--- src/rtl/pb_write_scheduler.sv ---
// rtl/pb_write_scheduler.sv - shares the pixel buffer write port between host writes and a run-fill engine
module pb_write_scheduler #(
  parameter int ADDR_W = 15,
  parameter int DATA_W = 4
) (
  input  logic              VGA_CLK,
  input  logic              RESET,
  input  logic              HOST_REQ,
  input  logic [ADDR_W-1:0] HOST_ADDR,
  input  logic [DATA_W-1:0] HOST_DATA,
  output logic              HOST_ACK,
  input  logic              FILL_START,
  input  logic              FILL_ABORT,
  input  logic [ADDR_W-1:0] FILL_BASE,
  input  logic [ADDR_W-1:0] FILL_LEN,
  input  logic [DATA_W-1:0] FILL_COLOR,
  output logic              FILL_BUSY,
  output logic              FILL_DONE,
  output logic [ADDR_W-1:0] PB_WA,
  output logic [DATA_W-1:0] PB_DATA,
  output logic              PB_WE
);

  typedef enum logic [1:0] {ST_IDLE, ST_FILL, ST_DONE} state_t;

  localparam logic              LG_FILL = 1'b0;
  localparam logic              LG_HOST = 1'b1;
  localparam logic [ADDR_W-1:0] ONE     = {{(ADDR_W-1){1'b0}}, 1'b1};

  state_t            state, state_nx;
  logic [ADDR_W-1:0] addr_ptr, remaining;
  logic [DATA_W-1:0] fill_color;
  logic              last_grant;
  logic              host_req, fill_req, host_grant, fill_grant;

  // Abort removes the fill requester in the same cycle, so it beats a final grant.
  always_comb begin
    host_req   = HOST_REQ && !RESET;
    fill_req   = (state == ST_FILL) && !FILL_ABORT;
    host_grant = host_req && (!fill_req || last_grant == LG_FILL);
    fill_grant = fill_req && !host_grant;
    HOST_ACK   = host_grant;

    state_nx = state;
    case (state)
      ST_IDLE: if (FILL_START) state_nx = (FILL_LEN == '0) ? ST_DONE : ST_FILL;
      ST_FILL: begin
        if (FILL_ABORT) state_nx = ST_DONE;
        else if (fill_grant && remaining == ONE) state_nx = ST_DONE;
      end
      ST_DONE: state_nx = ST_IDLE;
      default: state_nx = ST_IDLE;
    endcase
  end

  always_ff @(posedge VGA_CLK) begin
    if (RESET) begin
      state      <= ST_IDLE;
      last_grant <= LG_FILL;
      addr_ptr   <= '0;
      remaining  <= '0;
      fill_color <= '0;
      FILL_BUSY  <= 1'b0;
      FILL_DONE  <= 1'b0;
      PB_WE      <= 1'b0;
      PB_WA      <= '0;
      PB_DATA    <= '0;
    end else begin
      state     <= state_nx;
      FILL_BUSY <= (state_nx != ST_IDLE);
      FILL_DONE <= (state_nx == ST_DONE);

      if (state == ST_IDLE && FILL_START) begin
        addr_ptr   <= FILL_BASE;
        remaining  <= FILL_LEN;
        fill_color <= FILL_COLOR;
      end else if (fill_grant) begin
        addr_ptr  <= addr_ptr + ONE;
        remaining <= remaining - ONE;
      end

      // Round-robin pointer only moves when both sides actually competed.
      if (host_req && fill_req) last_grant <= host_grant ? LG_HOST : LG_FILL;

      PB_WE <= host_grant || fill_grant;
      if (host_grant) begin
        PB_WA   <= HOST_ADDR;
        PB_DATA <= HOST_DATA;
      end else if (fill_grant) begin
        PB_WA   <= addr_ptr;
        PB_DATA <= fill_color;
      end
    end
  end

endmodule
--- config.mk ---
export PLATFORM = sky130hd
export DESIGN_NAME = pb_write_scheduler
export DESIGN_NICKNAME = d
export VERILOG_FILES = /design/src/rtl/pb_write_scheduler.sv
export SDC_FILE = /design/constraint.sdc
export NUM_CORES = 1
export LEC_CHECK = 0
export ABC_AREA = 1
export CORE_MARGIN = 4
export CORE_UTILIZATION = 44
export DETAILED_ROUTE_END_ITERATION = 8
export PLACE_DENSITY_LB_ADDON = 0.12
export SETUP_SLACK_MARGIN = 0.05
export SLEW_MARGIN = 20
export SYNTH_ARGS = -nofsm -noshare
export SYNTH_HDL_FRONTEND = slang
export SYNTH_SLANG_ARGS = --single-unit
--- constraint.sdc ---
create_clock -name VGA_CLK -period 1.3 [get_ports VGA_CLK]
set_input_delay 0.26 -clock VGA_CLK [delete_from_list [all_inputs] [get_ports VGA_CLK]]
set_output_delay 0.26 -clock VGA_CLK [all_outputs]
set_load 0.01 [all_outputs]
== Word level (Yosys, flattened, before mapping) ==
Index checks and enable logic that the tools add are counted.

* Reduce and logical (&&, ||, !) cells: 18
* Multiplexer cells: 14
* Bitwise logic cells: 1
* Equality and inequality tests: 3
* $add $sub $neg: 2

{| class="wikitable"
|+ Operator list
! operator !! count
|-
| 15-bit two-way mux || 6
|-
| 15-bit by 1-bit adder with 15-bit output, second input constant || 1
|-
| 15-bit by 1-bit == test with 1-bit output, second input constant || 1
|-
| 15-bit zero test || 1
|-
| 15-bit by 1-bit subtractor with 15-bit output, second input constant || 1
|-
| 2-bit two-way mux || 4
|-
| 4-bit two-way mux || 2
|-
| 1-bit logical AND || 7
|-
| 2-bit nonzero test || 3
|-
| 1-bit zero test || 4
|-
| 2-bit one-hot mux with 2 select lines || 1
|-
| 2-bit by 1-bit == test with 1-bit output, second input constant || 1
|-
| 2-bit == test, second input constant || 1
|-
| 2-bit zero test || 1
|-
| 1-bit logical OR || 2
|-
| 1-bit two-way mux || 1
|-
| 1-bit inverter || 1
|}

* Flip-flop bits (word level): 59
* Logic and storage cells: 48

== Depth between registers and ports, before layout ==
Gate-level depths: netlist of the first run.

* Word-level depth: 12
* Depth in mapped cells: 10
* Gate-level depth less buffers: 10

== Worst setup path after synthesis of the first run ==
No wires, ideal clock.

* Path kind: register to register
* Start: register addr_ptr[0]
* End: register addr_ptr[6]
* Cell stages (with the launch flop): 11
* Data arrival time: 1.267 ns
* Path buffers: 0
* Required time: 1.191 ns
* Path slack: -0.076 ns
* Period minus slack after synthesis: 1.376 ns
* Cell sequence: dfxtp_1 ha_1 nand2_1 nor2_1 nand2_1 inv_1 or2_2 nand3_1 nand3_1 nand2_1 inv_1

* Longest elaborated chain between the ends: 3

{| class="wikitable"
|+ Ends and longest elaborated chain
! element !! line !! RTL
|-
| start, declared || 31 || <nowiki>logic [ADDR_W-1:0] addr_ptr, remaining;</nowiki>
|-
| start signal, assigned || 78 || <nowiki>addr_ptr <= addr_ptr + ONE;</nowiki>
|-
| 15-bit by 1-bit adder with 15-bit output || 78 ||
|-
| 15-bit two-way mux || 77 || <nowiki>end else if (fill_grant) begin</nowiki>
|-
| 15-bit two-way mux || 73 || <nowiki>if (state == ST_IDLE && FILL_START) begin</nowiki>
|}

No other way between the ends. The select of a mux whose other input is x is not followed.
A chain may end at the register's enable or synchronous reset.

== Worst setup path after layout of the first run ==
* Start: register state[1]
* End: register PB_WA[3]

* Longest elaborated chain between the ends: 8

{| class="wikitable"
|+ Ends and longest elaborated chain
! element !! line !! RTL
|-
| start, declared || 30 || <nowiki>state_t state, state_nx;</nowiki>
|-
| start signal, assigned || 69 || <nowiki>state <= state_nx;</nowiki>
|-
| 2-bit by 1-bit == test with 1-bit output (*) || 39 || <nowiki>fill_req = (state == ST_FILL) && !FILL_ABORT;</nowiki>
|-
| 1-bit logical AND (*) || 39 ||
|-
| 1-bit zero test || 40 || <nowiki>host_grant = host_req && (!fill_req || last_grant == LG_FILL);</nowiki>
|-
| 1-bit logical OR || 40 ||
|-
| 1-bit logical AND || 40 ||
|-
| 1-bit zero test || 41 || <nowiki>fill_grant = fill_req && !host_grant;</nowiki>
|-
| 1-bit logical AND || 41 ||
|-
| 2-bit nonzero test (no line) || n/a ||
|-
| end signal, assigned || 90 || <nowiki>PB_WA <= addr_ptr;</nowiki>
|-
| end, declared || 19 || <nowiki>output logic [ADDR_W-1:0] PB_WA,</nowiki>
|}

Mark *: on every way between the ends. The rest lies on a longest branch, timed or not.

==> results of run 1 <==
routing by layer:
layer  track usage, %  vias to the layer above  part of all wire, %
met1            33.73                     2006                   37
met5                0                        -                    0
met2            44.45                      337                   47
met4            9.402                        0                  6.4
li1                 -                     1969                    -
met3            6.597                      112                   10
cell usage after synthesis:
cell        n  share of area (%)
buf_6       2               0.71
nand3_1    37                5.8
a211oi_1    2               0.47
nand4_1     4               0.79
dfxtp_1    59                 37
nor2_1     63                7.4
a21oi_2     1               0.28
or2_2       4               0.79
nand2_2     3               0.59
o21ai_2     1               0.28
o211ai_1    3               0.71
clkbuf_1    8               0.94
xor2_1      8                2.2
buf_1       1               0.12
buf_4       2               0.47
ha_1        3                1.2
a21oi_4     1               0.51
inv_1      42                5.0
o21ai_0    31                4.9
xnor2_1     1               0.28
a31oi_1    20                3.9
nor2_4      1               0.35
nand2_1   161                 19
inv_2       7               0.83
a21oi_1    22                3.5
a21o_1      1               0.24
o21ai_1     2               0.31
buf_2       6               0.94
nor3_1      2               0.31
nor2_2      1               0.20
cells in the final DEF (no fill, tap or decap), types with 8 or more instances in the layout:
| master | instances |
|---|---|
| buf_12 | 8 |
| nand3_1 | 24 |
| inv_1 | 39 |
| nand2_1 | 126 |
| a21oi_2 | 14 |
| o21ai_1 | 8 |
| buf_6 | 26 |
| clkdlybuf4s15_1 | 12 |
| clkbuf_8 | 10 |
| a31oi_1 | 19 |
| a21oi_1 | 8 |
| nor2_2 | 17 |
| nor2_1 | 42 |
| clkdlybuf4s50_1 | 54 |
| o21ai_2 | 14 |
| nand2_4 | 11 |
| o21ai_0 | 10 |
| nand3_2 | 10 |
| xor2_1 | 8 |
| nand2_2 | 26 |
| buf_4 | 60 |
| dfxtp_1 | 53 |
registers in the layout (all words and copies together) (netlist names):
register and flops:
PB_DATA 4, FILL_DONE 1, PB_WE 1, FILL_BUSY 1, PB_WA 15, remaining 15
fill_color 4, state 2, addr_ptr 15, last_grant 1
worst min-delay path, cell delays in order:
cell and delay, ps:
dlygate4sd2_1 250, inv_1 70, nor2_2 60, nand3_1 80
a21oi_1 70
area by class of cell:
type / instances / area, µm²
clock buffers: 11 / 162.7
clock inverters: 5 / 58.81
fillers: 377 / 1121
inverters: 49 / 201.4
multi-input cells: 374 / 2266
flip-flops and latches: 59 / 1194
well taps: 96 / 120.1
repair buffers: 179 / 1783
report_power, final:
part | switching, mW | internal (mW) | total (mW)
clock network | 0.871 | 1.05 | 1.92
registers | 0.154 | 1.96 | 2.12
logic | 1.14 | 1.01 | 2.15
total | 2.16 | 4.02 | 6.19
through the flow:
step,power (mW),std cells,worst slack (ps)
after floorplan,2.821,499,32.99
after global placement,3.508,719,-591.5
after detailed placement,3.536,719,-600.7
after CTS,5.664,762,-161.9
after global routing,6.384,773,-359.6
final,6.188,773,-290.3
cell families after synthesis:
logic type | Yosys count | synth area share (%)
AOI/OAI and AO/OA | 84 | 15.05
xor gates and xnor gates | 9 | 2.476
adders and majority gates | 3 | 1.179
buffers and inverters | 68 | 8.959
DFF | 59 | 37.09
and+or+nand+nor | 276 | 35.25
repair_timing:
action	CTS	global route
pin swaps	34	45
cloned	7	0
endpoints found under the setup margin	80	77
buffers inserted	20	16
gates resized for setup	125	136
path summary, 6_finish.rpt:
check	start	endpoint	slack, ps	depth (start not counted)
min reg2reg	PB_WA[6]	PB_WA[6]	490	2
min	HOST_REQ	last_grant	460	5
max	state[1]	PB_WA[3]	-290	9
max reg2reg	state[1]	PB_WA[3]	-290	9
==> impl_metrics.env, run 1 <==
export IMPL_outcome="finished, violations left"
export IMPL_violations="setup timing"
export IMPL_first_pass_iters=7
export IMPL_portBuffers=80
export IMPL_grt_ovfl_total=0
export IMPL_cts_sinks=59
export IMPL_syn_avg_cell_area_um2=6.381
export IMPL_drtAntennaViolNets=0
export IMPL_clockRootBuffer="clkbuf_8"
export IMPL_cp_top_family="buffers and inverters"
export IMPL_worstMarginPinSlew_ps=406.8
export IMPL_route_detailed_drc=0
export IMPL_rsz0062_at_grt="true"
export IMPL_fin_crit_ps=1590
export IMPL_drive_gt1_share_pct=37.67
export IMPL_antennaDiodeCount=0
export IMPL_start_kind="flop"
export IMPL_fmax_ghz=0.6288
export IMPL_die_w_um=93.07
export IMPL_wl_per_cell_um=19.64
export IMPL_dieArea_um2=8662
export IMPL_cts_made_buffers=9
export IMPL_worstPathArrival_ps=1860
export IMPL_io_pins=81
export IMPL_grt_pass1_vias=3885
export IMPL_die_h_um=93.07
export IMPL_finalSetupTns_ps=-8514
export IMPL_path_clk_slew_ps=80
export IMPL_place_congestion=0.9273
export IMPL_ys_warn_count=0
export IMPL_path_buf_inv=5
export IMPL_cts_max_path_buffers=2
export IMPL_whs_ps=464.0
export IMPL_drt_iter0_markers=371
export IMPL_slowest_delay_ps=320
export IMPL_finClkSkew_ps=10.73
export IMPL_synth_seq_cells=59
export IMPL_finalNetCount=733
export IMPL_dpl_instance_area_um2=4557
export IMPL_worst_slack_ps=-290.3
export IMPL_p_leak_nw=2.509
export IMPL_crit_type="flop to flop"
export IMPL_yosysUniqueCellTypes=30
export IMPL_hpwlAfterDp_um=7071
export IMPL_fp_row_count=30
export IMPL_area_growth_pct=81.69
export IMPL_setup_viol=59
export IMPL_synth_area_um2=3184
export IMPL_grtUsageTotal_pct=26.76
export IMPL_hold_violations=0
export IMPL_cts_tree="yes"
export IMPL_h_tree_depth=3
export IMPL_fin_crit_sh_pct=122.3
export IMPL_antenna_found_initial=0
export IMPL_slowest_stage="dfxtp_2"
export IMPL_finalMaxSlewViolations=0
export IMPL_synth_yosys_seq_area_share_pct=37.09
export IMPL_vias=4424
export IMPL_wirelength_um=15180
export IMPL_p_per_area_nw_per_um2=1070
export IMPL_grt_pass1_wl_um=18440
export IMPL_routed_via_density=5.723
export IMPL_critPathCaptureType="flop"
export IMPL_grt_max_degree=29
export IMPL_postLayoutCoreUtil_pct=83.77
export IMPL_syn_nets=560
export IMPL_crit_chain="inv_2 -> buf_6 -> nand3_4 -> a21oi_4 -> buf_12 -> buf_4 -> buf_8 -> nand2_1 -> a31oi_1"
export IMPL_irDropWorstVdd_uv=855.8
export IMPL_required_ps=1570
export IMPL_drv_cap=0
export IMPL_finalInstanceArea_um2=5786
export IMPL_maxSlewHeadroom_pct=72.88
export IMPL_hold_buffers=0
export IMPL_min_path_type="input port to flop"
export IMPL_core_area_um2=6907
export IMPL_clk_latency_ps=370
export IMPL_worst_path_max_fanout=7
export IMPL_floorplan_initialDensity_pct=46.11
export IMPL_netlist_instances=499
No activity file was read; power rests on OpenSTA's default activity.
==> inputs of run 2 (changes only) <==
--- a/config.mk
+++ b/config.mk
@@ -9,7 +9,9 @@
 export CORE_MARGIN = 4
 export CORE_UTILIZATION = 44
 export DETAILED_ROUTE_END_ITERATION = 8
+export HOLD_SLACK_MARGIN = 0.02
 export PLACE_DENSITY_LB_ADDON = 0.12
+export RECOVER_POWER = 50
 export SETUP_SLACK_MARGIN = 0.05
 export SLEW_MARGIN = 20
 export SYNTH_ARGS = -nofsm -noshare
==> constraint.sdc (replaced) <==
create_clock -name VGA_CLK -period 1.3 [get_ports VGA_CLK]
set_input_delay 0.26 -clock VGA_CLK [delete_from_list [all_inputs] [get_ports VGA_CLK]]
set_output_delay 0.26 -clock VGA_CLK [all_outputs]
set_load 0.005 [all_outputs]
==> run 2 against run 1 <==
Effect of this change: the run still ends with setup timing left; critical endpoint is now addr_ptr[1]; critical path depth unchanged; worst hold slack improved by 15 ps; power decreased by 12%.
==> impl_metrics.env, run 2 (synthesis gave the netlist of run 1 again) <==
export IMPL_outcome="finished, violations left"
export IMPL_violations="setup timing"
export IMPL_routed_via_density=5.304
export IMPL_core_area_um2=6907
export IMPL_p_leak_nw=2.415
export IMPL_worstMarginPinSlew_ps=362.4
export IMPL_worst_slack_ps=-170.3
export IMPL_swShare_pct=32.56
export IMPL_die_h_um=93.07
export IMPL_p_clk_share_pct=29.0
export IMPL_p_int_mw=3.692
export IMPL_die_w_um=93.07
export IMPL_cts_made_buffers=9
export IMPL_hpwlAfterDp_um=7344
export IMPL_final_cell_mix="nand2_1, clkdlybuf4s50_1, dfxtp_1, buf_4, nor2_1"
export IMPL_maxSlewHeadroom_pct=75.84
export IMPL_vias=4010
export IMPL_wl_per_cell_um=15.44
export IMPL_grt_pass1_wl_um=17420
export IMPL_whs_ps=479.2
export IMPL_grt_ovfl_total=0
export IMPL_cts_tree="yes"
export IMPL_h_tree_depth=3
export IMPL_portBuffers=80
export IMPL_slowest_stage="dfxtp_2"
export IMPL_grt_max_degree=29
export IMPL_cp_top_family="buffers and inverters"
export IMPL_start_kind="flop"
export IMPL_seqPwrFrac_pct=38.2
export IMPL_combinationalPowerShare_pct=32.8
export IMPL_rsz0062_at_grt="true"
export IMPL_final_common_cell="nand2_1"
export IMPL_worst_path_max_fanout=8
export IMPL_finClkSkew_ps=6.704
export IMPL_grtUsageTotal_pct=24.97
export IMPL_floorplan_initialDensity_pct=46.11
export IMPL_preCtsSetupSlack_ps=-615.0
export IMPL_required_ps=1550
export IMPL_finalSetupTns_ps=-3925
export IMPL_finalNetCount=716
export IMPL_route_detailed_drc=0
export IMPL_p_per_area_nw_per_um2=1018
export IMPL_path_clk_slew_ps=70
export IMPL_clk_latency_ps=340
export IMPL_setup_viol=53
export IMPL_cts_sinks=59
export IMPL_drtAntennaViolNets=0
export IMPL_place_congestion=0.9123
export IMPL_cts_max_path_buffers=2
export IMPL_slowest_delay_ps=340
export IMPL_power_switching_mw=1.782
export IMPL_hold_buffers=0
export IMPL_fillers=508
export IMPL_crit_chain="inv_2 -> nand2_2 -> nor2_4 -> buf_4 -> buf_6 -> o21ai_4 -> nand2_4 -> buf_4 -> a31oi_1"
export IMPL_min_path_type="flop to flop"
export IMPL_drv_cap=0
export IMPL_fp_row_count=30
export IMPL_finalMaxSlewViolations=0
export IMPL_clockRootBuffer="clkbuf_8"
export IMPL_hold_violations=0
export IMPL_crit_type="flop to flop"
export IMPL_path_buf_inv=4
export IMPL_drt_iter0_markers=320
export IMPL_first_pass_iters=5
export IMPL_fin_crit_ps=1470
export IMPL_worstPathArrival_ps=1720
export IMPL_antennaDiodeCount=0
export IMPL_finalNonFillerCells=756
export IMPL_wirelength_um=11670
export IMPL_dieArea_um2=8662
export IMPL_irDropWorstVdd_uv=764.7
export IMPL_cp_common_cell="buf_4"
export IMPL_io_pins=81
export IMPL_grt_pass1_vias=3782
export IMPL_fin_crit_sh_pct=113.1
export IMPL_largest_registers="PB_WA x15, addr_ptr x15, remaining x15"
export IMPL_area_growth_pct=68.96
export IMPL_antenna_found_initial=0
export IMPL_drive_gt1_share_pct=28.79
export IMPL_ff_latch_area_um2=1191
export IMPL_critPathCaptureType="flop"
export IMPL_multi_input_area_um2=2066
export IMPL_postLayoutCoreUtil_pct=77.90
export IMPL_numPlacedInstances=714
export IMPL_fmax_ghz=0.6801
## run 2: routing by layer
metal	global-route usage (%)	routed length, µm	vias to the layer above
met1	32.01	5015	1900
met3	5.792	752	18
li1	-	-	1926
met4	7.937	211	0
met5	0	0	-
met2	41.51	5690	166
## run 2: final timing paths
path	startpoint	to	slack, ps	depth (start not counted)
setup / recovery	state[1]	addr_ptr[1]	-170	9
hold / removal	PB_WA[2]	PB_WA[2]	480	2
setup reg to reg	state[1]	addr_ptr[1]	-170	9
hold reg to reg	PB_WA[2]	PB_WA[2]	480	2
## run 2: cell type report
type	instances	area share (%)
multi-input cells	374	38.40
repair buffers	162	29.95
flip-flops and latches	59	22.14
inverters	49	3.884
clock buffers	14	3.209
well taps	96	2.233
clock inverters	2	0.1860
## run 2: power by group through the flow
stage,Combinational (mW),Clock [mW],Sequential (mW)
6_report,1.79,1.59,2.09
3_5_place_dp,1.38,0,2.12
4_1_cts,1.52,1.61,2.08
2_1_floorplan,0.693,0,2.11
3_3_place_gp,1.35,0,2.11
5_1_grt,1.94,1.68,2.11
## run 2: timing repair
action,CTS,global route
buffers inserted,11,9
setup endpoints to repair,80,58
cloned,4,4
pin swaps,10,18
hold endpoints to repair,0,0
gates resized for setup,73,95
## run 2: tightest hold or removal path, delay by kind of cell, from the launching register on
kind | cells | cell delay (ps)
DFF | 1 | 310
AOI/OAI and AO/OA | 1 | 60
and+or+nand+nor | 1 | 60
## run 2: stage by stage
stage	instance area [µm²]	power, mW
3_5_place_dp	4532	3.503
4_1_cts	4964	5.210
6_report	5380	5.475
3_3_place_gp	4532	3.464
2_1_floorplan	3214	2.804
5_1_grt	5380	5.733
